**config.mk**
```make
export PLATFORM = sky130hd
export DESIGN_NAME = cmd_snd_flat
export DESIGN_NICKNAME = d
export VERILOG_FILES = /design/src/rtl/cmd_snd_pkg.sv /design/src/rtl/cmd_snd_if.sv /design/src/rtl/cmd_snd_uart_tx8.sv /design/src/rtl/cmd_snd.sv /design/src/flat_wrapper.sv
export SDC_FILE = /design/constraint.sdc
export NUM_CORES = 1
export LEC_CHECK = 0
export ABC_CLOCK_PERIOD_IN_PS = 2200
export BUFFER_PORTS_ARGS = -buffer_cell sky130_fd_sc_hd__buf_4
export CAP_MARGIN = 10
export CELL_PAD_IN_SITES_DETAIL_PLACEMENT = 0
export CELL_PAD_IN_SITES_GLOBAL_PLACEMENT = 1
export CORE_UTILIZATION = 46
export CTS_CLUSTER_DIAMETER = 120
export DETAILED_ROUTE_END_ITERATION = 8
export PLACE_DENSITY = 0.91
export SYNTH_ARGS = -nofsm -noshare
export SYNTH_HDL_FRONTEND = slang
export SYNTH_SLANG_ARGS = --single-unit
```
**constraint.sdc**
```tcl
create_clock -name clk -period 2.2 [get_ports clk]
set_clock_uncertainty 0.15 [all_clocks]
set_input_delay 0.11 -clock clk [delete_from_list [all_inputs] [get_ports clk]]
set_output_delay 0.11 -clock clk [all_outputs]
set_load 0.01 [all_outputs]
```
**src/rtl/cmd_snd_pkg.sv**
```systemverilog
// rtl/cmd_snd_pkg.sv - shared types and constants for the 24-bit command sender
// Optional feature macro: CMD_SND_CHKSUM_EN (adds the CHK state and checksum helper).
package cmd_snd_pkg;

    localparam int FRAME_BITS   = 10;    // start + 8 data + stop
    localparam int BAUD_DIV_DEF = 2604;  // 50 MHz / 19200 baud

`ifdef CMD_SND_CHKSUM_EN
    typedef enum logic [2:0] {IDLE, HIGH, MID, LOW, CHK} state_t;

    // Inverted modulo-256 sum of the three command bytes.
    function automatic logic [7:0] chk8(input logic [23:0] w);
        logic [7:0] s;
        s = w[23:16] + w[15:8] + w[7:0];
        return ~s;
    endfunction
`else
    typedef enum logic [1:0] {IDLE, HIGH, MID, LOW} state_t;
`endif

endpackage

```
**src/rtl/cmd_snd_if.sv**
```systemverilog
// rtl/cmd_snd_if.sv - host/serial-side signal bundle of the command sender
// Signals: snd_cmd (send request), cmd[23:0] (word), TX (serial line, idle high),
//          tx_busy (word in flight), resp_sent (one-cycle done pulse).
// Modports: master = host side, slave = cmd_snd.
interface cmd_snd_if;
    logic        snd_cmd;
    logic [23:0] cmd;
    logic        TX;
    logic        tx_busy;
    logic        resp_sent;

    modport master (output snd_cmd, output cmd,
                    input  TX, input tx_busy, input resp_sent);
    modport slave  (input  snd_cmd, input cmd,
                    output TX, output tx_busy, output resp_sent);
endinterface

```
**src/rtl/cmd_snd_uart_tx8.sv**
```systemverilog
// rtl/cmd_snd_uart_tx8.sv - 8N1 byte serializer with baud and bit counters
// Ports: clk, rst_n (async active-low), trmt (load and start a byte), tx_data[7:0],
//        TX (registered serial out, idle high), tx_done (high in the last cycle of the stop bit).
module uart_tx8
    import cmd_snd_pkg::*;
#(
    parameter int BAUD_DIV = BAUD_DIV_DEF
) (
    input  logic       clk,
    input  logic       rst_n,
    input  logic       trmt,
    input  logic [7:0] tx_data,
    output logic       TX,
    output logic       tx_done
);

    localparam int BW = (BAUD_DIV > 1) ? $clog2(BAUD_DIV) : 1;

    logic [BW-1:0] r_baud;
    logic [3:0]    r_bit;
    logic [8:0]    r_shift;
    logic          r_busy;
    logic          w_wrap;
    logic [3:0]    w_bit_nxt;

    assign w_wrap    = r_busy && (r_baud == BW'(BAUD_DIV - 1));
    assign w_bit_nxt = r_bit + 4'd1;
    // Byte done when the wrap would take the bit count to 10; a trmt in the
    // same cycle starts the next start bit with no idle gap.
    assign tx_done   = w_wrap && (w_bit_nxt == 4'(FRAME_BITS));
    assign TX        = r_shift[0];

    always_ff @(posedge clk or negedge rst_n) begin
        if (!rst_n) begin
            r_baud  <= '0;
            r_bit   <= '0;
            r_shift <= '1;
            r_busy  <= 1'b0;
        end else if (trmt) begin
            r_baud  <= '0;
            r_bit   <= '0;
            r_shift <= {tx_data, 1'b0};
            r_busy  <= 1'b1;
        end else if (w_wrap) begin
            r_baud  <= '0;
            // Shifting in ones produces the stop bit and then the idle level.
            r_shift <= {1'b1, r_shift[8:1]};
            if (tx_done) begin
                r_bit  <= '0;
                r_busy <= 1'b0;
            end else begin
                r_bit  <= w_bit_nxt;
            end
        end else if (r_busy) begin
            r_baud <= r_baud + 1'b1;
        end
    end

endmodule

```
**src/rtl/cmd_snd.sv**
```systemverilog
// rtl/cmd_snd.sv - sends a 24-bit word as three back-to-back UART bytes, high byte first
// Ports: clk, rst_n (async active-low), bus (cmd_snd_if.slave: snd_cmd, cmd, TX, tx_busy, resp_sent).
// Optional feature macro: CMD_SND_CHKSUM_EN appends an inverted-sum checksum byte.
module cmd_snd
    import cmd_snd_pkg::*;
#(
    parameter int BAUD_DIV = BAUD_DIV_DEF
) (
    input  logic       clk,
    input  logic       rst_n,
    cmd_snd_if.slave   bus
);

    state_t      r_state;
    state_t      w_next;
    logic [23:0] r_cmd;
    logic        r_resp;
    logic        w_trmt;
    logic [7:0]  w_tx_data;
    logic        w_resp_set;
    logic        w_done;

    uart_tx8 #(.BAUD_DIV(BAUD_DIV)) u_tx (
        .clk     (clk),
        .rst_n   (rst_n),
        .trmt    (w_trmt),
        .tx_data (w_tx_data),
        .TX      (bus.TX),
        .tx_done (w_done)
    );

    assign bus.tx_busy   = (r_state != IDLE);
    assign bus.resp_sent = r_resp;

    always_comb begin
        w_next     = r_state;
        w_trmt     = 1'b0;
        w_tx_data  = 8'h00;
        w_resp_set = 1'b0;
        case (r_state)
            IDLE: begin
                // The first byte comes straight from the input so the start
                // bit is driven on the accept edge itself.
                if (bus.snd_cmd) begin
                    w_trmt    = 1'b1;
                    w_tx_data = bus.cmd[23:16];
                    w_next    = HIGH;
                end
            end
            HIGH: begin
                if (w_done) begin
                    w_trmt    = 1'b1;
                    w_tx_data = r_cmd[15:8];
                    w_next    = MID;
                end
            end
            MID: begin
                if (w_done) begin
                    w_trmt    = 1'b1;
                    w_tx_data = r_cmd[7:0];
                    w_next    = LOW;
                end
            end
            LOW: begin
                if (w_done) begin
`ifdef CMD_SND_CHKSUM_EN
                    w_trmt    = 1'b1;
                    w_tx_data = chk8(r_cmd);
                    w_next    = CHK;
`else
                    w_resp_set = 1'b1;
                    w_next     = IDLE;
`endif
                end
            end
`ifdef CMD_SND_CHKSUM_EN
            CHK: begin
                if (w_done) begin
                    w_resp_set = 1'b1;
                    w_next     = IDLE;
                end
            end
`endif
            default: w_next = IDLE;
        endcase
    end

    always_ff @(posedge clk or negedge rst_n) begin
        if (!rst_n) begin
            r_state <= IDLE;
            r_cmd   <= '0;
            r_resp  <= 1'b0;
        end else begin
            r_state <= w_next;
            r_resp  <= w_resp_set;
            if (r_state == IDLE && bus.snd_cmd) begin
                r_cmd <= bus.cmd;
            end
        end
    end

endmodule

```
**src/flat_wrapper.sv**
```systemverilog
// flat-port wrapper written by rule: the top's interface ports become plain ports
module cmd_snd_flat import cmd_snd_pkg::*;
#(
    parameter int BAUD_DIV = BAUD_DIV_DEF
)
  (clk, rst_n, bus_snd_cmd, bus_cmd, bus_TX, bus_tx_busy, bus_resp_sent);
  cmd_snd_if bus_i ();
  input  logic clk;
  input  logic rst_n;
  input wire logic [$bits(bus_i.snd_cmd)-1:0] bus_snd_cmd;
  input wire logic [$bits(bus_i.cmd)-1:0] bus_cmd;
  output wire logic [$bits(bus_i.TX)-1:0] bus_TX;
  output wire logic [$bits(bus_i.tx_busy)-1:0] bus_tx_busy;
  output wire logic [$bits(bus_i.resp_sent)-1:0] bus_resp_sent;
  assign bus_i.snd_cmd = bus_snd_cmd;
  assign bus_i.cmd = bus_cmd;
  assign bus_TX = bus_i.TX;
  assign bus_tx_busy = bus_i.tx_busy;
  assign bus_resp_sent = bus_i.resp_sent;
  cmd_snd #(.BAUD_DIV(BAUD_DIV)) u_core (.clk(clk), .rst_n(rst_n), .bus(bus_i));
endmodule
```
# ---- Word-level counts from Yosys, hierarchy flattened
# Cells that the tools add are included.
dict set report op_classes {
  addsub 2
  n_eq_ne 9
  n_mux 24
  reduce_logical 11
}
# operator count
set ops {}
lappend ops {{$mux W12} 3}
lappend ops {{$mux W8} 3}
lappend ops {{$pmux W8 S3} 1}
lappend ops {{$mux W9} 2}
lappend ops {{$add A12 B1 Y12 const B} 1}
lappend ops {{$eq A12 B12 Y1 const B} 1}
lappend ops {{$mux W4} 3}
lappend ops {{$mux W2} 4}
lappend ops {{$ne A2 B2 Y1 const B} 4}
lappend ops {{$pmux W2 S4} 1}
lappend ops {{$mux W1} 6}
lappend ops {{$reduce_bool A2 Y1} 3}
lappend ops {{$add A4 B1 Y4 const B} 1}
lappend ops {{$eq A2 B2 Y1 const B} 2}
lappend ops {{$eq A4 B4 Y1 const B} 1}
lappend ops {{$reduce_and A4 Y1} 1}
lappend ops {{$logic_and A1 B1 Y1} 3}
lappend ops {{$reduce_bool A3 Y1} 1}
lappend ops {{$eq A2 B1 Y1 const B} 1}
lappend ops {{$logic_not A2 Y1} 1}
lappend ops {{$pmux W1 S2} 1}
lappend ops {{$reduce_and A2 Y1} 1}
lappend ops {{$reduce_or A2 Y1} 1}
dict set report totals {
  reg_bits 45
  input_bits 27
  word_cells 53
}

# ---- Longest topological paths before layout
# Gate-level depths: netlist of the first run.
dict set report depth {
  depth_word 7
  depth_mapped 8
  ltp_nobuf 7
}

# ---- Cells and area by module
# From an unflattened synthesis of the first run, not the netlist that was laid out.
dict set report unflattened {
  hier_cells 220
  hier_area_um2 2453.6
}
# module n_inst cells_each area_each_um2 seq_area_each_um2
set modules_own_cells {}
lappend modules_own_cells {uart_tx8 1 135 1362.6 661.9}
lappend modules_own_cells {cmd_snd 1 85 1091.0 475.5}

# ---- Worst setup path after synthesis of the first run
# Ideal clock, no wire load.
dict set report synth_path {
  kind {reg2reg}
  startpoint {register u_core.r_state[1]}
  endpoint {register u_core.u_tx.r_baud[10]}
  t_arrival_ps 1755
  path_slack_ps 217
  stages_incl_launch_ff 9
  n_path_buf 1
  synth_period_minus_slack_ps 1983
  path_cell_list {dfrtp_1 -> inv_1 -> ha_1 -> and3b_1 -> buf_4 -> o21ai_2 -> or2_1 -> or3_1 -> a21oi_1}
}
dict set report synth_via {
  elab_chain_cells 4
  elab_cells_between_ends 7
  cone_classes {2 x eq/ne; 2 x mux; 3 x reduce/logical}
}
# item line_no
set synth_lines {}
lappend synth_lines {{start: declaration} cmd_snd.sv:14} ;# state_t r_state;
lappend synth_lines {{start signal: assignment} cmd_snd.sv:94} ;# r_state <= w_next;
lappend synth_lines {{$eq A2 B1 Y1 / $eq A2 B2 Y1 (equally long branches)} cmd_snd.sv:40} ;# case (r_state)
lappend synth_lines {{$reduce_or A2 Y1 (no line)} -}
lappend synth_lines {{$pmux W1 S2 *} cmd_snd.sv:40}
lappend synth_lines {{$reduce_bool A3 Y1 (no line) / $mux W12 (equally long branches)} -}
lappend synth_lines {{end signal: assignment} cmd_snd_uart_tx8.sv:55} ;# r_baud <= r_baud + 1'b1;
lappend synth_lines {{end: declaration} cmd_snd_uart_tx8.sv:19} ;# logic [BW-1:0] r_baud;
# Every way passes the cells marked *; elsewhere a longest branch is shown, timed or not.
# A chain may end at the register's enable or synchronous reset.

# ---- Final worst setup path of the first run
dict set report layout_path {
  startpoint {register u_core.u_tx.r_bit[0]}
  endpoint {register u_core.u_tx.r_baud[1]}
}
dict set report layout_via {
  elab_chain_cells 6
  elab_cells_between_ends 7
  cone_classes {1 x add/sub; 1 x eq/ne; 3 x mux; 2 x reduce/logical}
}
# item line_no
set layout_lines {}
lappend layout_lines {{start: declaration} cmd_snd_uart_tx8.sv:20} ;# logic [3:0] r_bit;
lappend layout_lines {{start signal: assignment} cmd_snd_uart_tx8.sv:52} ;# r_bit <= w_bit_nxt;
lappend layout_lines {{$add A4 B1 Y4 *} cmd_snd_uart_tx8.sv:27} ;# assign w_bit_nxt = r_bit + 4'd1;
lappend layout_lines {{$eq A4 B4 Y1 *} cmd_snd_uart_tx8.sv:30} ;# assign tx_done = w_wrap && (w_bit_nxt == 4'(FRAME_BITS));
lappend layout_lines {{$logic_and A1 B1 Y1 *} cmd_snd_uart_tx8.sv:30}
lappend layout_lines {{$mux W1 *} {cmd_snd.sv:51, cmd_snd.sv:58}}
lappend layout_lines {{$pmux W1 S2 *} cmd_snd.sv:40}
lappend layout_lines {{$reduce_bool A3 Y1 (no line) / $mux W12 (equally long branches)} -}
# Marked as above.

==> impl_metrics.env, run 1 <==
export IMPL_p_per_area_mw_per_mm2=466
export IMPL_grt_overflow=0
export IMPL_antenna_found_initial=0
export IMPL_insertion_delay_ps=310
export IMPL_ys_async_sr_fraction_pct=100
export IMPL_drv_slew=0
export IMPL_synth_edf_count=0
export IMPL_seq_area_frac_synth_pct=45.9
export IMPL_area_delta_synth_final_pct=23.0
export IMPL_startpoint_type="flop"
export IMPL_rows=26
export IMPL_p_seq_share_pct=58.3
export IMPL_fp_dieW_um=75.4
export IMPL_slew_limit_headroom_pct=62.3
export IMPL_track_usage_pct=21.3
export IMPL_wl_um=5600
export IMPL_hold_path_class="in2reg"
export IMPL_cts_buffers=5
export IMPL_ys_warn_count=0
export IMPL_coreArea_sq_mm=0.00514
export IMPL_irDropWorstVdd_v=0.000442
export IMPL_syn_inst=229
export IMPL_port_buffers=29
export IMPL_cellInternalPower_uw=1100
export IMPL_fmax_ghz=0.475
export IMPL_clockRootBuffer="clkbuf_8"
export IMPL_clockBufferDepth=2
export IMPL_grt_first_pass_wirelength_um=8760
export IMPL_critPathRequiredTime_ps=2250
export IMPL_avgSynthCellArea_sq_um=10.8
export IMPL_vias=1920
export IMPL_synth_fa_ha_area_share_pct=4.04
export IMPL_ys_flop_type="dfrtp_1"
export IMPL_yosys_register_bits=45
export IMPL_drt_pre_antenna_iters=4
export IMPL_die_area_sq_mm=0.00568
export IMPL_synth_top_family_by_area="simple AND/OR/NAND/NOR gates"
export IMPL_period_minus_slack_ps=2100
export IMPL_initial_core_util_pct=48.2
export IMPL_combPwrFrac_pct=5.7
export IMPL_place_area_sq_mm=0.00276
export IMPL_grt_max_degree=46
export IMPL_via_per_inst=5.55
export IMPL_die_y_um=75.4
export IMPL_design_area_sq_mm=0.00305
export IMPL_setup_viol=0
export IMPL_drtAntennaViolNets=0
export IMPL_post_route_util_pct=59.3
export IMPL_drv_cap=0
export IMPL_drive_above_1_share_pct=28.6
export IMPL_antenna_cells=0
export IMPL_crit_arrival_ps=2150
export IMPL_synth_mux_area_share_pct=13.3
export IMPL_netlist_area_sq_mm=0.00248
export IMPL_clk_pin_slew_worst_paths_ps=90
export IMPL_worst_pin_slew_ps=566
export IMPL_synth_compound_area_share_pct=14.0
export IMPL_cp_max_fo=7
export IMPL_synth_xor_area_share_pct=3.18
export IMPL_globalplace_congestion=0.807
export IMPL_swShare_pct=22.4
export IMPL_synthDistinctLibCells=49
export IMPL_cts_max_level=2
export IMPL_end_kind="flop"
export IMPL_slowest_delay_ps=460
export IMPL_synthSimpleGateAreaFrac_pct=15.7
export IMPL_dp_hpwl_um=3660
export IMPL_tritoncts="yes"
export IMPL_critical_path_slowest_cell="dfrtp_1"
export IMPL_switchingPower_uw=318
export IMPL_status="complete, no violations"
export IMPL_nNetsFinal=310
export IMPL_cts_sinks=45
export IMPL_drc_errors=0
export IMPL_power_leakage_uw=0.00143
export IMPL_syn_nets=264
export IMPL_post_route_period_util_pct=95.6
export IMPL_p_clk_share_pct=36.0
export IMPL_num_io_pins=30
export IMPL_hold_violations=0
export IMPL_drt_iter0_drc=163
export IMPL_grt_pass1_vias=1825
export IMPL_criticalPathCategory="reg2reg"
export IMPL_wl_per_cell_um=16.2
export IMPL_crit_chain="ha_1 > nand2_1 > o32ai_4 > a31oi_4 > a31o_2"
==> placed cells by master (no fill, tap or decap), types with 2 or more instances in the layout <==
cell / instances
o21ai_0: 5
o31a_1: 7
dfstp_2: 9
or3_1: 4
nand3_1: 11
clkbuf_8: 5
nand2_1: 18
o22ai_1: 2
buf_4: 34
and3_1: 4
clkinvlp_4: 2
nor2_1: 13
a211oi_1: 2
dlygate4sd3_1: 17
inv_1: 6
dfrtp_1: 35
mux2i_1: 15
a22oi_1: 7
a21oi_1: 6
mux2_2: 16
nor3_1: 4
ha_1: 8
a31o_2: 2
nand4_1: 5
xor2_1: 8
and2_1: 3
==> per-stage QoR <==
stage	power, uW	hold WS (ps)	cells	setup WS [ps]	setup TNS (ps)
2_1_floorplan	846	-336	229	217	0
3_3_place_gp	898	-8.07	319	148	0
3_5_place_dp	898	-8.31	319	74.9	0
4_1_cts	1430	3.79	344	50.0	0
5_1_grt	1470	9.02	346	-21.9	-42.3
6_report	1420	6.62	346	96.1	0
==> synthesized netlist by cell type, types with 2 or more instances <==
master	count	area [sq um]
nand2_1	18	67.6
mux2_2	16	180
xor2_1	8	70.1
ha_1	8	100
or3_1	4	25.0
dfstp_2	9	236
and3_1	4	25.0
nand4_1	5	31.3
nand3_1	11	55.1
nor3_1	4	20.0
mux2i_1	15	150
and2_1	3	18.8
dfrtp_1	36	901
a211oi_1	3	22.5
o22ai_1	2	12.5
o31a_1	7	61.3
inv_1	6	22.5
buf_2	6	30.0
o21ai_0	5	25.0
a22oi_1	7	52.6
nor2_1	13	48.8
a31o_2	2	17.5
a21oi_1	6	30.0
clkbuf_1	6	22.5
==> critical path, delay by kind of cell (launching register included) <==
family	cells	cell delay (ps)
AOI/OAI and AO/OA	3	940
DFF	1	460
adders and majority gates	1	300
and+or+nand+nor	1	140
==> path summary, 6_finish.rpt <==
kind / endpoint / start / slack [ps] / cells past startpoint
worst max-delay path: u_core.u_tx.r_baud[1] / u_core.u_tx.r_bit[0] / 100 / 5
worst min-delay path: u_core.u_tx.r_shift[6] / bus_cmd[21] / 7 / 4
worst max register to register: u_core.u_tx.r_baud[1] / u_core.u_tx.r_bit[0] / 100 / 5
worst min register to register: u_core.u_tx.r_shift[0] / u_core.u_tx.r_shift[1] / 340 / 2
max in group asynchronous: u_core.r_state[0] / rst_n / 1310 / 2
min in group asynchronous: u_core.r_state[0] / rst_n / 190 / 2
==> layer usage <==
metal,GRT usage (%),share of wire (%),vias up
met1,29.0,46,956
met4,6.58,1.6,0
li1,-,-,925
met5,0,0,-
met3,5.29,2.6,9
met2,33.6,50,30
==> power groups by stage <==
stage | clock network [uW] | logic (uW) | registers (uW)
final | 511 | 80.5 | 827
after detailed placement | 0 | 55.5 | 843
after floorplan | 0 | 3.04 | 843
after global placement | 0 | 54.9 | 843
after global routing | 552 | 87.7 | 827
after CTS | 524 | 79.5 | 827
==> state kept, by name, indices dropped and copies added (netlist names) <==
| name | count |
|---|---|
| u_core.u_tx.r_shift | 9 |
| u_core.bus.resp_sent | 1 |
| u_core.r_cmd | 16 |
| u_core.u_tx.r_busy | 1 |
| u_core.u_tx.r_baud | 12 |
| u_core.r_state | 2 |
| u_core.u_tx.r_bit | 4 |
==> repair_timing <==
item,CTS,global route
hold buffers,17,0
resized for setup,0,3
hold endpoints to repair,52,0
buffers inserted,0,1
endpoints found under the setup margin,0,17
==> kinds of logic (layout without fill, tap and decap cells) <==
group / count (synthesis) / after routing
muxes: 31 / 31
DFF: 45 / 45
adders and majority gates: 8 / 8
xor gates and xnor gates: 9 / 9
AOI/OAI and AO/OA: 43 / 44
and+or+nand+nor: 73 / 73
buffers and inverters: 20 / 66
==> cell type report <==
type,instances,area [sq um]
Fill cell,455,2090
Multi-Input combinational cell,165,1260
Sequential cell,45,1140
Timing Repair Buffer,52,445
Tap cell,70,87.6
Clock buffer,6,72.6
Inverter,6,22.5
Clock inverter,2,15.0
Power figures use the tool's default switching activity.
==> inputs of run 2 (changes only) <==
--- a/config.mk
+++ b/config.mk
@@ -5,15 +5,16 @@
 export SDC_FILE = /design/constraint.sdc
 export NUM_CORES = 1
 export LEC_CHECK = 0
-export ABC_CLOCK_PERIOD_IN_PS = 2200
+export ABC_CLOCK_PERIOD_IN_PS = 1700
 export BUFFER_PORTS_ARGS = -buffer_cell sky130_fd_sc_hd__buf_4
 export CAP_MARGIN = 10
 export CELL_PAD_IN_SITES_DETAIL_PLACEMENT = 0
 export CELL_PAD_IN_SITES_GLOBAL_PLACEMENT = 1
-export CORE_UTILIZATION = 46
+export CORE_UTILIZATION = 41
+export CTS_BUF_LIST = sky130_fd_sc_hd__clkbuf_16
 export CTS_CLUSTER_DIAMETER = 120
 export DETAILED_ROUTE_END_ITERATION = 8
-export PLACE_DENSITY = 0.91
+export PLACE_DENSITY = 0.86
 export SYNTH_ARGS = -nofsm -noshare
 export SYNTH_HDL_FRONTEND = slang
 export SYNTH_SLANG_ARGS = --single-unit
==> constraint.sdc (replaced) <==
create_clock -name clk -period 1.7 [get_ports clk]
set_clock_uncertainty 0.15 [all_clocks]
set_input_delay 0.085 -clock clk [delete_from_list [all_inputs] [get_ports clk]]
set_output_delay 0.085 -clock clk [all_outputs]
set_load 0.01 [all_outputs]
==> impl_metrics.env, run 2 (synthesis results as in run 1) <==
export IMPL_status="complete, but fails checks"
export IMPL_violations="negative setup slack"
export IMPL_final_cell_mix="77 x buf_4, 34 x dfrtp_1, 18 x dlygate4sd3_1"
export IMPL_drtAntennaViolNets=0
export IMPL_cellInternalPower_uw=1690
export IMPL_grt_overflow=0
export IMPL_combPwrFrac_pct=4.8
export IMPL_largest_register_ffs=16
export IMPL_insertion_delay_ps=290
export IMPL_hold_path_class="in2reg"
export IMPL_grt_pass1_vias=2212
export IMPL_nFillCells=391
export IMPL_cts_buffers=5
export IMPL_drc_errors=0
export IMPL_fp_dieW_um=79.7
export IMPL_startpoint_type="flop"
export IMPL_wl_per_cell_um=16.7
export IMPL_antenna_found_initial=0
export IMPL_clk_pin_slew_worst_paths_ps=70
export IMPL_initial_core_util_pct=43.6
export IMPL_grt_first_pass_wirelength_um=10600
export IMPL_p_per_area_mw_per_mm2=560
export IMPL_rsz0062_at_grt="yes"
export IMPL_power_leakage_uw=0.00179
export IMPL_via_per_inst=5.35
export IMPL_die_y_um=79.7
export IMPL_port_buffers=29
export IMPL_p_clk_share_pct=45.8
export IMPL_drv_cap=0
export IMPL_antenna_cells=0
export IMPL_globalplace_congestion=0.843
export IMPL_post_route_period_util_pct=111
export IMPL_critPathRequiredTime_ps=1770
export IMPL_swShare_pct=22.0
export IMPL_vias=2167
export IMPL_tritoncts="yes"
export IMPL_rows=27
export IMPL_switchingPower_uw=477
export IMPL_period_minus_slack_ps=1880
export IMPL_dp_hpwl_um=4100
export IMPL_wl_um=6780
export IMPL_setup_viol=43
export IMPL_drt_iter0_drc=97
export IMPL_criticalPathCategory="reg2reg"
export IMPL_regMostFlops="u_core.r_cmd"
export IMPL_final_common_cell="buf_4"
export IMPL_clockBufferDepth=2
export IMPL_drv_slew=0
export IMPL_final_setup_tns_ps=-4110
export IMPL_grt_max_degree=46
export IMPL_clockRootBuffer="clkbuf_16"
export IMPL_area_delta_synth_final_pct=56.4
export IMPL_end_kind="flop"
export IMPL_track_usage_pct=22.5
export IMPL_num_io_pins=30
export IMPL_cts_max_level=2
export IMPL_hold_violations=0
export IMPL_drt_pre_antenna_iters=4
export IMPL_holdWs_ps=7.80
export IMPL_cp_max_fo=5
export IMPL_die_area_sq_mm=0.00635
export IMPL_slew_limit_headroom_pct=61.5
export IMPL_drive_above_1_share_pct=52.6
export IMPL_fmax_ghz=0.532
export IMPL_largestRegisters="u_core.r_cmd: 16 flops, u_core.u_tx.r_baud: 12 flops, u_core.u_tx.r_shift: 9 flops"
export IMPL_p_seq_share_pct=49.4
export IMPL_setup_slack_ps=-179
export IMPL_nNetsFinal=367
export IMPL_cts_sinks=45
export IMPL_irDropWorstVdd_v=0.000492
export IMPL_worst_pin_slew_ps=578
export IMPL_coreArea_sq_mm=0.00568
export IMPL_crit_arrival_ps=1950
export IMPL_rrSetupSlack_ps=-180
[run 2: area by class of cell]
type	count	area, sq um	share of cell area [%]
clock inverters	3	25.0	0.646
flip-flops and latches	45	1140	29.4
clock buffers	5	125	3.23
multi-input cells	164	1510	38.9
well taps	72	90.1	2.33
inverters	6	22.5	0.582
repair buffers	110	965	24.9
[run 2: path summary, 6_finish.rpt]
check | from | end | depth (start not counted)
setup / recovery | u_core.r_state[0] | u_core.u_tx.r_baud[10] | 6
hold / removal | bus_cmd[19] | u_core.u_tx.r_shift[4] | 4
setup reg to reg | u_core.r_state[0] | u_core.u_tx.r_baud[10] | 6
hold reg to reg | u_core.r_cmd[15] | u_core.r_cmd[15] | 1
max in group asynchronous | rst_n | u_core.u_tx.r_bit[0] | 2
min in group asynchronous | rst_n | u_core.u_tx.r_baud[11] | 2
[run 2: worst max-delay path: stages, from the launching register on]
cell and delay (ps):
dfrtp_1 420, ha_2 200, and3b_2 250, o21ai_2 60, or2_4 250, or3_4 330, a21oi_2 130
[run 2: per-layer routing]
metal  track usage (%)  vias up  wire, um
met4              9.27        0       112
met1              27.5     1070      2930
met2              38.8       47      3510
met5                 0        -         0
li1                  -     1040         -
met3              4.11       10       227
[run 2: power groups by stage]
stage,logic [uW],clock network [uW],registers [uW]
6_report,105,992,1070
5_1_grt,115,1060,1070
4_1_cts,105,1000,1070
3_5_place_dp,71.6,0,1090
3_3_place_gp,71.4,0,1090
2_1_floorplan,3.93,0,1090
[run 2: through the flow]
| stage | area (sq um) | total power, uW | setup WS [ps] | std cells | util (%) |
|---|---|---|---|---|---|
| after floorplan | 2560 | 1100 | -227 | 229 | - |
| after global placement | 3170 | 1160 | -213 | 364 | 55.8 |
| after detailed placement | 3170 | 1160 | -251 | 364 | 55.8 |
| after CTS | 3730 | 2180 | -173 | 399 | 65.7 |
| after global routing | 3870 | 2250 | -247 | 405 | 68.2 |
| final | 3870 | 2170 | -179 | 405 | 68.2 |
[run 2: repair_timing]
item / 4_1_cts / 5_1_grt
cloned: 1 / 1
buffers inserted: 8 / 6
gates resized for setup: 37 / 17
setup endpoints to repair: 44 / 45
pin swaps: 18 / 16
endpoints found under the hold margin: 53 / 0
hold buffers: 18 / 0
==> inputs of run 3 (changes only) <==
--- a/config.mk
+++ b/config.mk
@@ -5,16 +5,15 @@
 export SDC_FILE = /design/constraint.sdc
 export NUM_CORES = 1
 export LEC_CHECK = 0
-export ABC_CLOCK_PERIOD_IN_PS = 1700
+export ABC_CLOCK_PERIOD_IN_PS = 2200
 export BUFFER_PORTS_ARGS = -buffer_cell sky130_fd_sc_hd__buf_4
-export CAP_MARGIN = 10
 export CELL_PAD_IN_SITES_DETAIL_PLACEMENT = 0
 export CELL_PAD_IN_SITES_GLOBAL_PLACEMENT = 1
-export CORE_UTILIZATION = 41
+export CORE_UTILIZATION = 49
 export CTS_BUF_LIST = sky130_fd_sc_hd__clkbuf_16
 export CTS_CLUSTER_DIAMETER = 120
 export DETAILED_ROUTE_END_ITERATION = 8
-export PLACE_DENSITY = 0.86
+export PLACE_DENSITY = 0.95
 export SYNTH_ARGS = -nofsm -noshare
 export SYNTH_HDL_FRONTEND = slang
 export SYNTH_SLANG_ARGS = --single-unit
==> constraint.sdc (replaced) <==
create_clock -name clk -period 2.2 [get_ports clk]
set_clock_uncertainty 0.15 [all_clocks]
set_input_delay 0.11 -clock clk [delete_from_list [all_inputs] [get_ports clk]]
set_output_delay 0.11 -clock clk [all_outputs]
set_load 0.01 [all_outputs]
==> impl_metrics.env, run 3 (synthesis results as in run 1) <==
export IMPL_status="complete, no violations"
export IMPL_drive_above_1_share_pct=28.9
export IMPL_drt_pre_antenna_iters=4
export IMPL_final_cell_mix="37 x buf_4, 35 x dfrtp_1, 18 x nand2_1"
export IMPL_drtAntennaViolNets=0
export IMPL_post_route_period_util_pct=92.5
export IMPL_final_common_cell="buf_4"
export IMPL_end_kind="flop"
export IMPL_port_buffers=29
export IMPL_period_minus_slack_ps=2040
export IMPL_cts_sinks=45
export IMPL_vias=1924
export IMPL_area_delta_synth_final_pct=24.6
export IMPL_antenna_cells=0
export IMPL_cts_max_level=2
export IMPL_num_io_pins=30
export IMPL_grtUsageMet2_pct=32.5
export IMPL_grt_busiest_layer="met2"
export IMPL_rows=25
export IMPL_insertion_delay_ps=290
export IMPL_largest_register_ffs=16
export IMPL_hold_violations=0
export IMPL_cts_buffers=5
export IMPL_multiInputGateArea_sq_mm=0.00125
export IMPL_regArea_sq_mm=0.00114
export IMPL_dp_slack_ps=96.9
export IMPL_setup_slack_ps=164
export IMPL_fmax_ghz=0.491
export IMPL_die_area_sq_mm=0.00534
export IMPL_drv_cap=0
export IMPL_tritoncts="yes"
export IMPL_hold_path_class="in2reg"
export IMPL_track_usage_pct=22.4
export IMPL_dp_hpwl_um=3510
export IMPL_wl_per_cell_um=15.4
export IMPL_nFillCells=392
export IMPL_crit_arrival_ps=2100
export IMPL_irDropWorstVdd_v=0.000402
export IMPL_fp_dieW_um=73.1
export IMPL_use_met1_pct=31.3
export IMPL_rsz0062_at_grt="yes"
export IMPL_drc_errors=0
export IMPL_cp_max_fo=12
export IMPL_p_per_area_mw_per_mm2=529
export IMPL_coreArea_sq_mm=0.00479
export IMPL_nNetsFinal=311
export IMPL_slew_limit_headroom_pct=63.3
export IMPL_power_leakage_uw=0.00146
export IMPL_grt_max_degree=46
export IMPL_via_per_inst=5.59
export IMPL_clk_pin_slew_worst_paths_ps=60
export IMPL_grt_overflow=0
export IMPL_antenna_found_initial=0
export IMPL_final_setup_tns_ps=0
export IMPL_clockBufferDepth=2
export IMPL_globalplace_congestion=0.803
export IMPL_grt_first_pass_wirelength_um=8790
export IMPL_rrSetupSlack_ps=160
export IMPL_initial_core_util_pct=51.7
export IMPL_clockRootBuffer="clkbuf_16"
export IMPL_largestRegisters="u_core.r_cmd: 16 flops, u_core.u_tx.r_baud: 12 flops, u_core.u_tx.r_shift: 9 flops"
export IMPL_die_y_um=73.1
export IMPL_grt_pass1_vias=1803
export IMPL_critPathRequiredTime_ps=2260
export IMPL_criticalPathCategory="reg2reg"
export IMPL_met3_usage_pct=5.94
export IMPL_drt_iter0_drc=128
export IMPL_startpoint_type="flop"
export IMPL_worst_pin_slew_ps=551
export IMPL_setup_viol=0
export IMPL_regMostFlops="u_core.r_cmd"
export IMPL_drv_slew=0
export IMPL_wl_um=5300
==> run 3: final timing paths <==
| path | from | end | cells past startpoint |
|---|---|---|---|
| hold reg to reg | u_core.u_tx.r_shift[1] | u_core.u_tx.r_shift[0] | 2 |
| min in group asynchronous | rst_n | u_core.u_tx.r_baud[8] | 2 |
| setup / recovery | u_core.u_tx.r_baud[0] | u_core.u_tx.r_shift[2] | 5 |
| max in group asynchronous | rst_n | u_core.r_state[0] | 2 |
| hold / removal | bus_cmd[21] | u_core.u_tx.r_shift[6] | 4 |
| setup reg to reg | u_core.u_tx.r_baud[0] | u_core.u_tx.r_shift[2] | 5 |
==> run 3: area by class of cell <==
class                   instances  area share [%]
well taps                      67            2.72
inverters                       6           0.730
multi-input cells             164            40.5
clock inverters                 3           0.608
repair buffers                 54            14.5
flip-flops and latches         45            36.9
clock buffers                   5            4.06
==> run 3: worst max-delay path, cell delays in order (launching register included) <==
cell and delay (ps):
dfrtp_1 410, ha_1 260, and4bb_2 260, and3_1 210, a31oi_4 410, mux2i_1 260
==> run 3: layer usage <==
metal	share of wire, %	vias to the layer above	routed length, um
met5	0	-	0
met3	4.4	10	235
met4	2.0	0	108
met2	47	50	2470
li1	-	929	-
met1	47	935	2490
==> run 3: repair_timing <==
item                                   CTS  global route
gates resized for setup                  0             3
setup endpoints to repair                0            13
hold buffers                            17             0
endpoints found under the hold margin   52             0
setup buffers                            0             2
==> run 3: through the flow <==
| step | std cells | power [uW] | utilization, % | cell area, sq um | hold WS [ps] |
|---|---|---|---|---|---|
| 6_report | 344 | 1630 | 64.5 | 3090 | 38.3 |
| 5_1_grt | 344 | 1690 | 64.5 | 3090 | 50.4 |
| 4_1_cts | 342 | 1650 | 64.1 | 3070 | 30.6 |
| 3_5_place_dp | 317 | 898 | 57.5 | 2750 | -6.53 |
| 3_3_place_gp | 317 | 898 | 57.5 | 2750 | -8.85 |
| 2_1_floorplan | 229 | 846 | - | 2480 | -336 |
==> run 3: report_power, final <==
part	internal (uW)	switching [uW]	leakage, uW
clock network	416	308	0.0000672
logic	49.1	31.0	0.000838
registers	828	0	0.000552
